===== config.mk =====
export PLATFORM = sky130hd
export DESIGN_NAME = pipeline_controller
export DESIGN_NICKNAME = d
export VERILOG_FILES = /design/src/rtl/ctrl_pkg.sv /design/src/rtl/mdu_scoreboard.sv /design/src/rtl/pipeline_controller.sv
export SDC_FILE = /design/constraint.sdc
export NUM_CORES = 1
export LEC_CHECK = 0
export ABC_AREA = 0
export CAP_MARGIN = 20
export CORE_UTILIZATION = 43
export DETAILED_ROUTE_END_ITERATION = 10
export GPL_ROUTABILITY_DRIVEN = 1
export PLACE_DENSITY_LB_ADDON = 0.15
export SETUP_SLACK_MARGIN = 0.02
export SYNTH_ARGS = -nofsm -noshare
export SYNTH_HDL_FRONTEND = slang
export SYNTH_SLANG_ARGS = --single-unit

===== constraint.sdc =====
create_clock -name clk -period 1.8 [get_ports clk]
set_clock_uncertainty 0.15 [all_clocks]
set_input_delay 0.36 -clock clk [delete_from_list [all_inputs] [get_ports clk]]
set_output_delay 0.36 -clock clk [all_outputs]
set_load 0.02 [all_outputs]

===== src/rtl/ctrl_pkg.sv =====
// Shared decode constants, control-bundle sizing and ALU-op enum for pipeline_controller.
// PIPELINE_CONTROLLER_DIV_EN adds div/divu decode and one extra bundle bit.
package ctrl_pkg;

    // Opcodes
    localparam logic [5:0] OP_RTYPE = 6'b000000;
    localparam logic [5:0] OP_LW    = 6'b100011;
    localparam logic [5:0] OP_SW    = 6'b101011;
    localparam logic [5:0] OP_BEQ   = 6'b000100;
    localparam logic [5:0] OP_BNE   = 6'b000101;
    localparam logic [5:0] OP_ADDI  = 6'b001000;
    localparam logic [5:0] OP_J     = 6'b000010;
    localparam logic [5:0] OP_JAL   = 6'b000011;
    localparam logic [5:0] OP_ORI   = 6'b001101;
    localparam logic [5:0] OP_ANDI  = 6'b001100;
    localparam logic [5:0] OP_XORI  = 6'b001110;
    localparam logic [5:0] OP_SLTI  = 6'b001010;
    localparam logic [5:0] OP_LUI   = 6'b001111;

    // R-type functs
    localparam logic [5:0] FN_ADD   = 6'b100000;
    localparam logic [5:0] FN_SUB   = 6'b100010;
    localparam logic [5:0] FN_AND   = 6'b100100;
    localparam logic [5:0] FN_OR    = 6'b100101;
    localparam logic [5:0] FN_XOR   = 6'b100110;
    localparam logic [5:0] FN_XNOR  = 6'b101000;
    localparam logic [5:0] FN_SLT   = 6'b101010;
    localparam logic [5:0] FN_MULT  = 6'b011000;
    localparam logic [5:0] FN_MULTU = 6'b011001;
    localparam logic [5:0] FN_MFLO  = 6'b010010;
    localparam logic [5:0] FN_MFHI  = 6'b010000;
    localparam logic [5:0] FN_DIV   = 6'b011010;
    localparam logic [5:0] FN_DIVU  = 6'b011011;

    // alucontrol encodings
    localparam logic [3:0] ALU_ADD  = 4'b0010;
    localparam logic [3:0] ALU_SUB  = 4'b1010;
    localparam logic [3:0] ALU_AND  = 4'b0000;
    localparam logic [3:0] ALU_OR   = 4'b0001;
    localparam logic [3:0] ALU_XOR  = 4'b0100;
    localparam logic [3:0] ALU_XNOR = 4'b0101;
    localparam logic [3:0] ALU_SLT  = 4'b1011;

    // alusrc: register, sign-extended imm, zero-extended imm, imm<<16
    localparam logic [1:0] SRC_REG   = 2'd0;
    localparam logic [1:0] SRC_SEXT  = 2'd1;
    localparam logic [1:0] SRC_ZEXT  = 2'd2;
    localparam logic [1:0] SRC_UPPER = 2'd3;

    // regdst: rt, rd, $ra
    localparam logic [1:0] DST_RT = 2'd0;
    localparam logic [1:0] DST_RD = 2'd1;
    localparam logic [1:0] DST_RA = 2'd2;

    // Bundle width assumes the 4-bit reference alucontrol
    localparam int unsigned ALUCTRL_W_BASE = 4;
`ifdef PIPELINE_CONTROLLER_DIV_EN
    localparam int unsigned CTRL_BUNDLE_W = 17;
`else
    localparam int unsigned CTRL_BUNDLE_W = 16;
`endif

    typedef enum logic [2:0] {
        AOP_NONE,
        AOP_ADD,
        AOP_SUB,
        AOP_FUNCT,
        AOP_AND,
        AOP_OR,
        AOP_XOR,
        AOP_SLT
    } aluop_e;

    // Map the main-decoder ALU op (and funct for R-type) to alucontrol
    function automatic logic [3:0] aluop_ctrl(input aluop_e op, input logic [5:0] fn);
        logic [3:0] r;
        r = 4'b0000;
        case (op)
            AOP_ADD: r = ALU_ADD;
            AOP_SUB: r = ALU_SUB;
            AOP_AND: r = ALU_AND;
            AOP_OR:  r = ALU_OR;
            AOP_XOR: r = ALU_XOR;
            AOP_SLT: r = ALU_SLT;
            AOP_FUNCT: begin
                case (fn)
                    FN_ADD:  r = ALU_ADD;
                    FN_SUB:  r = ALU_SUB;
                    FN_AND:  r = ALU_AND;
                    FN_OR:   r = ALU_OR;
                    FN_XOR:  r = ALU_XOR;
                    FN_XNOR: r = ALU_XNOR;
                    FN_SLT:  r = ALU_SLT;
                    default: r = 4'b0000;
                endcase
            end
            default: r = 4'b0000;
        endcase
        return r;
    endfunction

endpackage


===== src/rtl/mdu_scoreboard.sv =====
// MDU busy counter and HI/LO / back-to-back interlock for pipeline_controller.
// PIPELINE_CONTROLLER_DIV_EN enables the divide latency path.
module mdu_scoreboard #(
    parameter int unsigned MULT_CYCLES = 32,
    parameter int unsigned DIV_CYCLES  = 32
) (
    input  logic clk,
    input  logic rst,
    input  logic mduop_i,
    input  logic multstart_i,
    input  logic div_i,
    output logic busy_o,
    output logic stall_o
);

`ifdef PIPELINE_CONTROLLER_DIV_EN
    localparam int unsigned MAX_CYCLES = (DIV_CYCLES > MULT_CYCLES) ? DIV_CYCLES : MULT_CYCLES;
`else
    localparam int unsigned MAX_CYCLES = MULT_CYCLES;
`endif
    localparam int unsigned CNT_W = $clog2(MAX_CYCLES + 1);

    logic [CNT_W-1:0] cnt_q, cnt_d;
    logic [CNT_W-1:0] load_val;

`ifdef PIPELINE_CONTROLLER_DIV_EN
    assign load_val = div_i ? CNT_W'(DIV_CYCLES) : CNT_W'(MULT_CYCLES);
`else
    logic unused_div;
    assign unused_div = div_i ^ (DIV_CYCLES != 0);
    assign load_val   = CNT_W'(MULT_CYCLES);
`endif

    // Load on a start, otherwise count down to zero
    always_comb begin
        cnt_d = cnt_q;
        if (multstart_i) begin
            cnt_d = load_val;
        end else if (cnt_q != '0) begin
            cnt_d = cnt_q - CNT_W'(1);
        end
    end

    // Counter register
    always_ff @(posedge clk or posedge rst) begin
        if (rst) begin
            cnt_q <= '0;
        end else begin
            cnt_q <= cnt_d;
        end
    end

    assign busy_o  = (cnt_q != '0);
    // A start in E is not yet visible in the counter, so it stalls too
    assign stall_o = mduop_i & (busy_o | multstart_i);

endmodule


===== src/rtl/pipeline_controller.sv =====
// MIPS 5-stage pipeline controller: decode in D, control bundle through E/M/W,
// MDU interlock and explicit illegal-instruction flag.
// PIPELINE_CONTROLLER_DIV_EN adds div/divu with a separate latency.
module pipeline_controller
    import ctrl_pkg::*;
#(
    parameter int unsigned MULT_CYCLES = 32,
    parameter int unsigned DIV_CYCLES  = 32,
    parameter int unsigned ALUCTRL_W   = 4
) (
    input  logic                 clk,
    input  logic                 rst,
    input  logic [5:0]           opD,
    input  logic [5:0]           fnD,
    input  logic                 equalD,
    input  logic                 stallD,
    input  logic                 flushE,
    output logic                 branchD,
    output logic                 jumpD,
    output logic                 pcsrcD,
    output logic                 mdustallD,
    output logic                 illegalD,
    output logic                 regwriteE,
    output logic                 memtoregE,
    output logic                 jalE,
    output logic                 multstartE,
    output logic                 multsignE,
    output logic                 divE,
    output logic [ALUCTRL_W-1:0] alucontrolE,
    output logic [1:0]           alusrcE,
    output logic [1:0]           regdstE,
    output logic                 regwriteM,
    output logic                 memtoregM,
    output logic                 jalM,
    output logic                 memwriteM,
    output logic                 aluormultM,
    output logic                 lohiM,
    output logic                 regwriteW,
    output logic                 memtoregW,
    output logic                 jalW,
    output logic                 mdubusy
);

    localparam int unsigned CTRL_W = CTRL_BUNDLE_W - ALUCTRL_W_BASE + ALUCTRL_W;

    typedef struct packed {
        logic                 regwrite;
        logic                 memtoreg;
        logic                 jal;
        logic                 memwrite;
        logic [1:0]           alusrc;
        logic [1:0]           regdst;
        logic [ALUCTRL_W-1:0] alucontrol;
        logic                 multstart;
        logic                 multsign;
        logic                 aluormult;
        logic                 lohi;
`ifdef PIPELINE_CONTROLLER_DIV_EN
        logic                 div;
`endif
    } ctrl_t;

    typedef struct packed {
        logic regwrite;
        logic memtoreg;
        logic jal;
        logic memwrite;
        logic aluormult;
        logic lohi;
    } ctrl_m_t;

    typedef struct packed {
        logic regwrite;
        logic memtoreg;
        logic jal;
    } ctrl_w_t;

    ctrl_t       dec;
    aluop_e      aluop;
    logic        branch, bne, jump, mduop, illegal;
    logic        e_bubble;
    logic [CTRL_W-1:0] ctrl_e_q, ctrl_e_d;
    ctrl_t       e;
    ctrl_m_t     m_q, m_d;
    ctrl_w_t     w_q, w_d;

    // Main decoder; anything unrecognised stays an all-zero bundle
    always_comb begin
        dec     = '0;
        aluop   = AOP_NONE;
        branch  = 1'b0;
        bne     = 1'b0;
        jump    = 1'b0;
        mduop   = 1'b0;
        illegal = 1'b0;
        case (opD)
            OP_RTYPE: begin
                case (fnD)
                    FN_ADD, FN_SUB, FN_AND, FN_OR, FN_XOR, FN_XNOR, FN_SLT: begin
                        dec.regwrite = 1'b1;
                        dec.regdst   = DST_RD;
                        aluop        = AOP_FUNCT;
                    end
                    FN_MULT, FN_MULTU: begin
                        dec.multstart = 1'b1;
                        dec.multsign  = (fnD == FN_MULT);
                        mduop         = 1'b1;
                    end
                    FN_MFLO, FN_MFHI: begin
                        dec.regwrite  = 1'b1;
                        dec.regdst    = DST_RD;
                        dec.aluormult = 1'b1;
                        dec.lohi      = (fnD == FN_MFHI);
                        mduop         = 1'b1;
                    end
`ifdef PIPELINE_CONTROLLER_DIV_EN
                    FN_DIV, FN_DIVU: begin
                        dec.multstart = 1'b1;
                        dec.multsign  = (fnD == FN_DIV);
                        dec.div       = 1'b1;
                        mduop         = 1'b1;
                    end
`endif
                    default: illegal = 1'b1;
                endcase
            end
            OP_LW: begin
                dec.regwrite = 1'b1;
                dec.memtoreg = 1'b1;
                dec.alusrc   = SRC_SEXT;
                aluop        = AOP_ADD;
            end
            OP_SW: begin
                dec.memwrite = 1'b1;
                dec.alusrc   = SRC_SEXT;
                aluop        = AOP_ADD;
            end
            OP_BEQ, OP_BNE: begin
                branch = 1'b1;
                bne    = (opD == OP_BNE);
                aluop  = AOP_SUB;
            end
            OP_ADDI: begin
                dec.regwrite = 1'b1;
                dec.alusrc   = SRC_SEXT;
                aluop        = AOP_ADD;
            end
            OP_J: jump = 1'b1;
            OP_JAL: begin
                jump         = 1'b1;
                dec.regwrite = 1'b1;
                dec.jal      = 1'b1;
                dec.regdst   = DST_RA;
            end
            OP_ORI, OP_ANDI, OP_XORI: begin
                dec.regwrite = 1'b1;
                dec.alusrc   = SRC_ZEXT;
                aluop        = (opD == OP_ORI)  ? AOP_OR  :
                               (opD == OP_ANDI) ? AOP_AND : AOP_XOR;
            end
            OP_SLTI: begin
                dec.regwrite = 1'b1;
                dec.alusrc   = SRC_SEXT;
                aluop        = AOP_SLT;
            end
            OP_LUI: begin
                dec.regwrite = 1'b1;
                dec.alusrc   = SRC_UPPER;
                aluop        = AOP_ADD;
            end
            default: illegal = 1'b1;
        endcase
        dec.alucontrol = ALUCTRL_W'(aluop_ctrl(aluop, fnD));
    end

    mdu_scoreboard #(
        .MULT_CYCLES (MULT_CYCLES),
        .DIV_CYCLES  (DIV_CYCLES)
    ) u_mdu (
        .clk         (clk),
        .rst         (rst),
        .mduop_i     (mduop),
        .multstart_i (e.multstart),
        .div_i       (divE),
        .busy_o      (mdubusy),
        .stall_o     (mdustallD)
    );

    // Decode-stage redirects are suppressed while the MDU interlock holds D
    assign branchD  = branch & ~mdustallD;
    assign jumpD    = jump & ~mdustallD;
    assign pcsrcD   = branchD & (bne ^ equalD);
    assign illegalD = illegal;

    assign e_bubble = flushE | stallD | mdustallD;

    // E gets a zero bubble on any flush or stall, else the decoded bundle
    always_comb begin
        ctrl_e_d = e_bubble ? '0 : dec;
    end

    assign e = ctrl_t'(ctrl_e_q);

    // M and W simply forward the fields later stages still need
    always_comb begin
        m_d = '{regwrite: e.regwrite, memtoreg: e.memtoreg, jal: e.jal,
                memwrite: e.memwrite, aluormult: e.aluormult, lohi: e.lohi};
        w_d = '{regwrite: m_q.regwrite, memtoreg: m_q.memtoreg, jal: m_q.jal};
    end

    // Pipeline registers
    always_ff @(posedge clk or posedge rst) begin
        if (rst) begin
            ctrl_e_q <= '0;
            m_q      <= '0;
            w_q      <= '0;
        end else begin
            ctrl_e_q <= ctrl_e_d;
            m_q      <= m_d;
            w_q      <= w_d;
        end
    end

    assign regwriteE   = e.regwrite;
    assign memtoregE   = e.memtoreg;
    assign jalE        = e.jal;
    assign multstartE  = e.multstart;
    assign multsignE   = e.multsign;
    assign alucontrolE = e.alucontrol;
    assign alusrcE     = e.alusrc;
    assign regdstE     = e.regdst;
`ifdef PIPELINE_CONTROLLER_DIV_EN
    assign divE        = e.div;
`else
    assign divE        = 1'b0;
`endif

    assign regwriteM  = m_q.regwrite;
    assign memtoregM  = m_q.memtoreg;
    assign jalM       = m_q.jal;
    assign memwriteM  = m_q.memwrite;
    assign aluormultM = m_q.aluormult;
    assign lohiM      = m_q.lohi;

    assign regwriteW = w_q.regwrite;
    assign memtoregW = w_q.memtoreg;
    assign jalW      = w_q.jal;

endmodule

==> run metrics, run 1 <==
global-route usage over all layers=25.2%; largest net degree at the start of global routing=32; Setup Crit Path Kind=input pin to primary output; Mapped Cells=170; Max-Cap Viols=0; status=finished, violations left; Synth Flop Type=dfrtp_1; syn_area_per_cell=9.60 um^2; violated checks=setup timing; final hold violation count=0; DRC Markers=0; sequential element share of the synthesized area=47.5%; final antenna-violating net count=0; Setup Viol. Count Final=8; post-route clock period utilization=111%; num rows=22; Reg clk slew, reported paths=0.06 ns; WP buf/inv=2; crit-path cells=buf_6 -> mux2_4 -> nor4b_4 -> nor2_1 -> nand2_1 -> nand4_1 -> buf_4; top cells by count, synth=dfrtp_1, nor2_1, nand2_1; ys async rst share=100%; total CTS buffers=5; root buf cell=clkbuf_8; global-route wire length before repair=7810 um; Worst path slowest cell=nor4b_4; CP arrival=1.48 ns; count leader, synth=dfrtp_1; setup slack after layout=-0.194 ns; Max clock buf depth=2; vias=1,707; CP Max Fanout=3; Area Overhead vs Synth=74.6%; Yosys top cell area share=47.5%; area leader, netlist=dfrtp_1; dpl cell area=0.00242 mm^2; clk_lat worst skew=0.28 ns; io pins=46; Critical Path Source Type=input pin; Hold-fix buffers, CTS=0; overall power=2520 uW; DRT iter0 DRCs=104; H-tree Lvls=2; fillcell total=257; Via-to-Cell Ratio=5.32; post-layout util=77.9%; Netlist Area Pre-Place=0.00163 mm^2; Top delay family on crit path=simple AND/OR/NAND/NOR gates; Port Buf Inserts=44; vias in the first global route=1,706; Die Y=63.6 um; Worst IR Drop VDD=0.500 mV; fmax=502 MHz; Die Wd=63.6 um; die area=0.00405 mm^2; Yosys reg bits=31; clk sinks=31; RSZ-0062 raised after global routing=yes; CTS tree=yes; Post-synth EDFFs=0; Setup TNS=-0.870 ns; CP Data Required Time=1.29 ns; core area=0.00366 mm^2; first drt pass iteration count=4; Ys Warns=0; Netlist cell types=48; post-layout instance area=0.00285 mm^2; final slew viol count=0; Tightest Hold Check Type=flop to flop; ranking of synthesized cells by area=dfrtp_1, nor2_1, buf_4, a21oi_1, nand2_1; wire per inst=15.1 um; Leak Pwr=0.00132 uW; fraction of layout cells with a size suffix above 1=48.0%; Net count, final=290; Crit path largest cell delay=0.33 ns; Final min period=1.99 ns; initial antenna violation count=0; DRT Wirelength=4840 um; GP Congestion=0.866; n_diodes=0; DPL Wire Length=3160 um; Power Density=883 mW/mm^2; syn_nets=188; Overflow after GRT=0; Starting Density=44.6%; CP Capture Type=primary output
final timing paths:
path	startpoint	end	slack [ns]	cells after the start
worst max-delay path	fnD[3]	illegalD	-0.19	7
worst min-delay path	ctrl_e_q[0]	lohiM	0.20	0
worst max register to register	u_mdu.cnt_q[0]	u_mdu.cnt_q[5]	-0.15	5
worst min register to register	ctrl_e_q[0]	lohiM	0.20	0
max in group asynchronous	rst	ctrl_e_q[1]	0.92	3
min in group asynchronous	rst	memtoregW	0.30	3
report_power, final:
part | internal, uW | leakage (uW) | switching, uW | total [uW]
Clock | 447 | 0.0000612 | 250 | 697
Combinational | 518 | 0.000836 | 459 | 977
Sequential | 770 | 0.000422 | 71.7 | 842
Total | 1740 | 0.00132 | 780 | 2520
layer usage:
metal	wire length [um]	track usage [%]	vias up
li1	-	-	793
met1	1960	29.0	841
met2	2560	44.3	58
met3	172	4.35	15
met4	146	12.5	0
met5	0	0	-
sequential cells by signal (all words and copies together) (netlist names):
register     flops
ctrl_e_q        16
u_mdu.cnt_q      6
aluormultM       1
jalM             1
jalW             1
lohiM            1
memtoregM        1
memtoregW        1
memwriteM        1
regwriteM        1
regwriteW        1
cell families after synthesis:
group / Yosys count / synth area share, %
buf+inv: 22 / 7.74
other cells: 1 / 0.230
simple gates: 81 / 27.3
xor+xnor: 2 / 1.07
flops: 31 / 47.5
mux: 1 / 0.690
compound gates: 31 / 14.7
fa+ha+maj: 1 / 0.766
layout make-up:
type / count / area, um^2 / share of cell area [%]
clock buffers: 6 / 82.6 / 2.90
clock inverters: 2 / 35.0 / 1.23
inverters: 8 / 30.0 / 1.05
multi-input cells: 117 / 941 / 33.0
flip-flops and latches: 31 / 776 / 27.2
well taps: 48 / 60.1 / 2.11
repair buffers: 109 / 926 / 32.5
metrics by stage:
stage	hold slack, ns	worst slack (ns)	instances
6_report	0.201	-0.194	321
3_3_place_gp	0.182	-1.05	295
2_1_floorplan	0.181	-0.137	170
4_1_cts	0.204	-0.201	316
5_1_grt	0.208	-0.243	321
3_5_place_dp	0.186	-1.07	295
layout by cell type (no fill, tap or decap), types with 2 or more instances in the layout:
master	instances
dlygate4sd2_1	4
nand4_1	2
dfrtp_1	31
nand2b_1	5
o21ai_0	2
buf_4	54
nor3_1	2
nand3b_1	5
clkdlybuf4s50_1	23
nor2b_1	3
nand3_4	2
nor2_2	6
nand2_1	14
a21oi_2	3
inv_1	6
or3_4	2
or3_1	2
a21oi_1	9
or4b_4	2
a211oi_1	2
clkbuf_8	6
dlymetal6s2s_1	2
inv_2	2
buf_6	16
nand4b_1	3
nor2_1	12
nor2_4	4
clkbuf_2	3
buf_2	7
what timing repair did:
action | in CTS | in global routing
gates resized for setup | 95 | 31
pin swaps | 19 | 13
setup buffers | 13 | 7
setup endpoints to repair | 23 | 22
Power figures use the tool's default switching activity.
==> run 2: changes to the inputs <==
--- a/config.mk
+++ b/config.mk
@@ -7,8 +7,9 @@
 export LEC_CHECK = 0
 export ABC_AREA = 0
 export CAP_MARGIN = 20
-export CORE_UTILIZATION = 43
+export CORE_UTILIZATION = 56
 export DETAILED_ROUTE_END_ITERATION = 10
+export DONT_BUFFER_PORTS = 1
 export GPL_ROUTABILITY_DRIVEN = 1
 export PLACE_DENSITY_LB_ADDON = 0.15
 export SETUP_SLACK_MARGIN = 0.02
==> run 2 against run 1 <==
Against the previous run: critical endpoint is now mdustallD; largest cell class unchanged; setup slack better by 0.10 ns; the flow still finishes with violations (setup timing); fmax up 5.4%; sequential share of layout area up 12 points.
==> run metrics, run 2 (synthesis results as in run 1) <==
Setup TNS=-0.275 ns; Tightest Hold Check Type=input pin to flop; CP Launch Point=u_mdu.cnt_q[1]; Largest Register=ctrl_e_q; fmax=529 MHz; CP Max Fanout=3; Final min period=1.89 ns; violated checks=setup timing; dpl cell area=0.00176 mm^2; CTS tree=yes; dpl ws=-0.0708 ns; Starting Density=59.2%; Overflow after GRT=0; initial antenna violation count=0; root buf cell=clkbuf_4; Setup Crit Path Kind=flop to primary output; Worst IR Drop VDD=1.10 mV; Via-to-Cell Ratio=6.09; Power Density=971 mW/mm^2; CP Data Required Time=1.29 ns; final hold violation count=0; Net count, final=210; status=finished, violations left; hold path startpoint=opD[5]; CP arrival=1.38 ns; final antenna-violating net count=0; global-route usage over all layers=24.4%; H-tree Lvls=2; post-route clock period utilization=105%; max reg flops=16; RR Startpoint=u_mdu.cnt_q[1]; commonest non-fill, non-tap cells in the layout=dfrtp_1, buf_4, nor2_1; DRC Markers=0; num rows=19; Die Wd=56.0 um; Max clock buf depth=2; die area=0.00314 mm^2; vias=1,358; core area=0.00276 mm^2; GP Congestion=0.897; Largest regs=ctrl_e_q x16, u_mdu.cnt_q x6; largest net degree at the start of global routing=23; Max-Cap Viols=0; DPL Wire Length=2640 um; Area Overhead vs Synth=19.9%; clk sinks=31; post-layout instance area=0.00196 mm^2; most common cell after layout, fill and taps aside=dfrtp_1; DRT Wirelength=3590 um; final slew viol count=0; Reg clk slew, reported paths=0.08 ns; total CTS buffers=5; Leak Pwr=0.000873 uW; CP Capture Type=primary output; vias in the first global route=1,280; io pins=46; Port Buf Inserts=0; n_diodes=0; Setup Viol. Count Final=5; RSZ-0062 raised after global routing=yes; first drt pass iteration count=4; setup slack after layout=-0.0919 ns; Critical Path Source Type=flop; global-route wire length before repair=5850 um; wire per inst=16.1 um; DRT iter0 DRCs=125; fraction of layout cells with a size suffix above 1=29.2%; clk_lat worst skew=0.32 ns; Die Y=56.0 um
[run 2: final timing paths]
kind                                end  slack (ns)  depth (start not counted)
max reg2reg                 ctrl_e_q[0]       -0.06                          6
min in group asynchronous          jalW        0.31                          2
min                        ctrl_e_q[12]        0.03                          2
max                           mdustallD       -0.09                          5
min reg2reg                  aluormultM        0.20                          0
max in group asynchronous   ctrl_e_q[1]        0.75                          3
[run 2: layout make-up]
type / instances / area, um^2
clock inverters: 1 / 5.00
multi-input cells: 117 / 816
inverters: 8 / 30.0
clock buffers: 6 / 51.3
fillers: 212 / 800
repair buffers: 29 / 241
well taps: 31 / 38.8
flip-flops and latches: 31 / 776
[run 2: what timing repair did]
action | 4_1_cts | 5_1_grt
buffers inserted | 2 | 5
pin swaps | 5 | 7
hold buffers | 3 | 0
hold endpoints to repair | 12 | 0
resized for setup | 8 | 5
endpoints found under the setup margin | 8 | 11
[run 2: routing by layer]
metal	vias to the layer above	wire, um	global-route usage, %
met5	-	0	0
met4	0	68	11.5
met3	8	248	6.74
met2	72	1800	38.6
met1	644	1480	31.0
li1	634	-	-
[run 2: power breakdown]
part | switching (uW) | internal [uW] | leakage [uW]
Sequential | 58.4 | 769 | 0.000422
Clock | 205 | 181 | 0.0000341
Combinational | 317 | 371 | 0.000417
Total | 581 | 1320 | 0.000873
[run 2: worst max-delay path: stages (launching register included)]
cell      delay [ns]
dfrtp_1         0.39
inv_2           0.09
ha_4            0.14
nand4b_1        0.20
nand2_2         0.18
nor2_4          0.06
[run 2: metrics by stage]
step	total power [uW]	util (%)	hold WS, ns	cells
2_1_floorplan	1150	-	0.181	170
3_3_place_gp	1320	63.9	0.0945	206
3_5_place_dp	1370	63.9	0.105	206
4_1_cts	1850	68.6	0.0149	218
5_1_grt	2000	71.0	0.0184	223
6_report	1900	71.0	0.0314	223
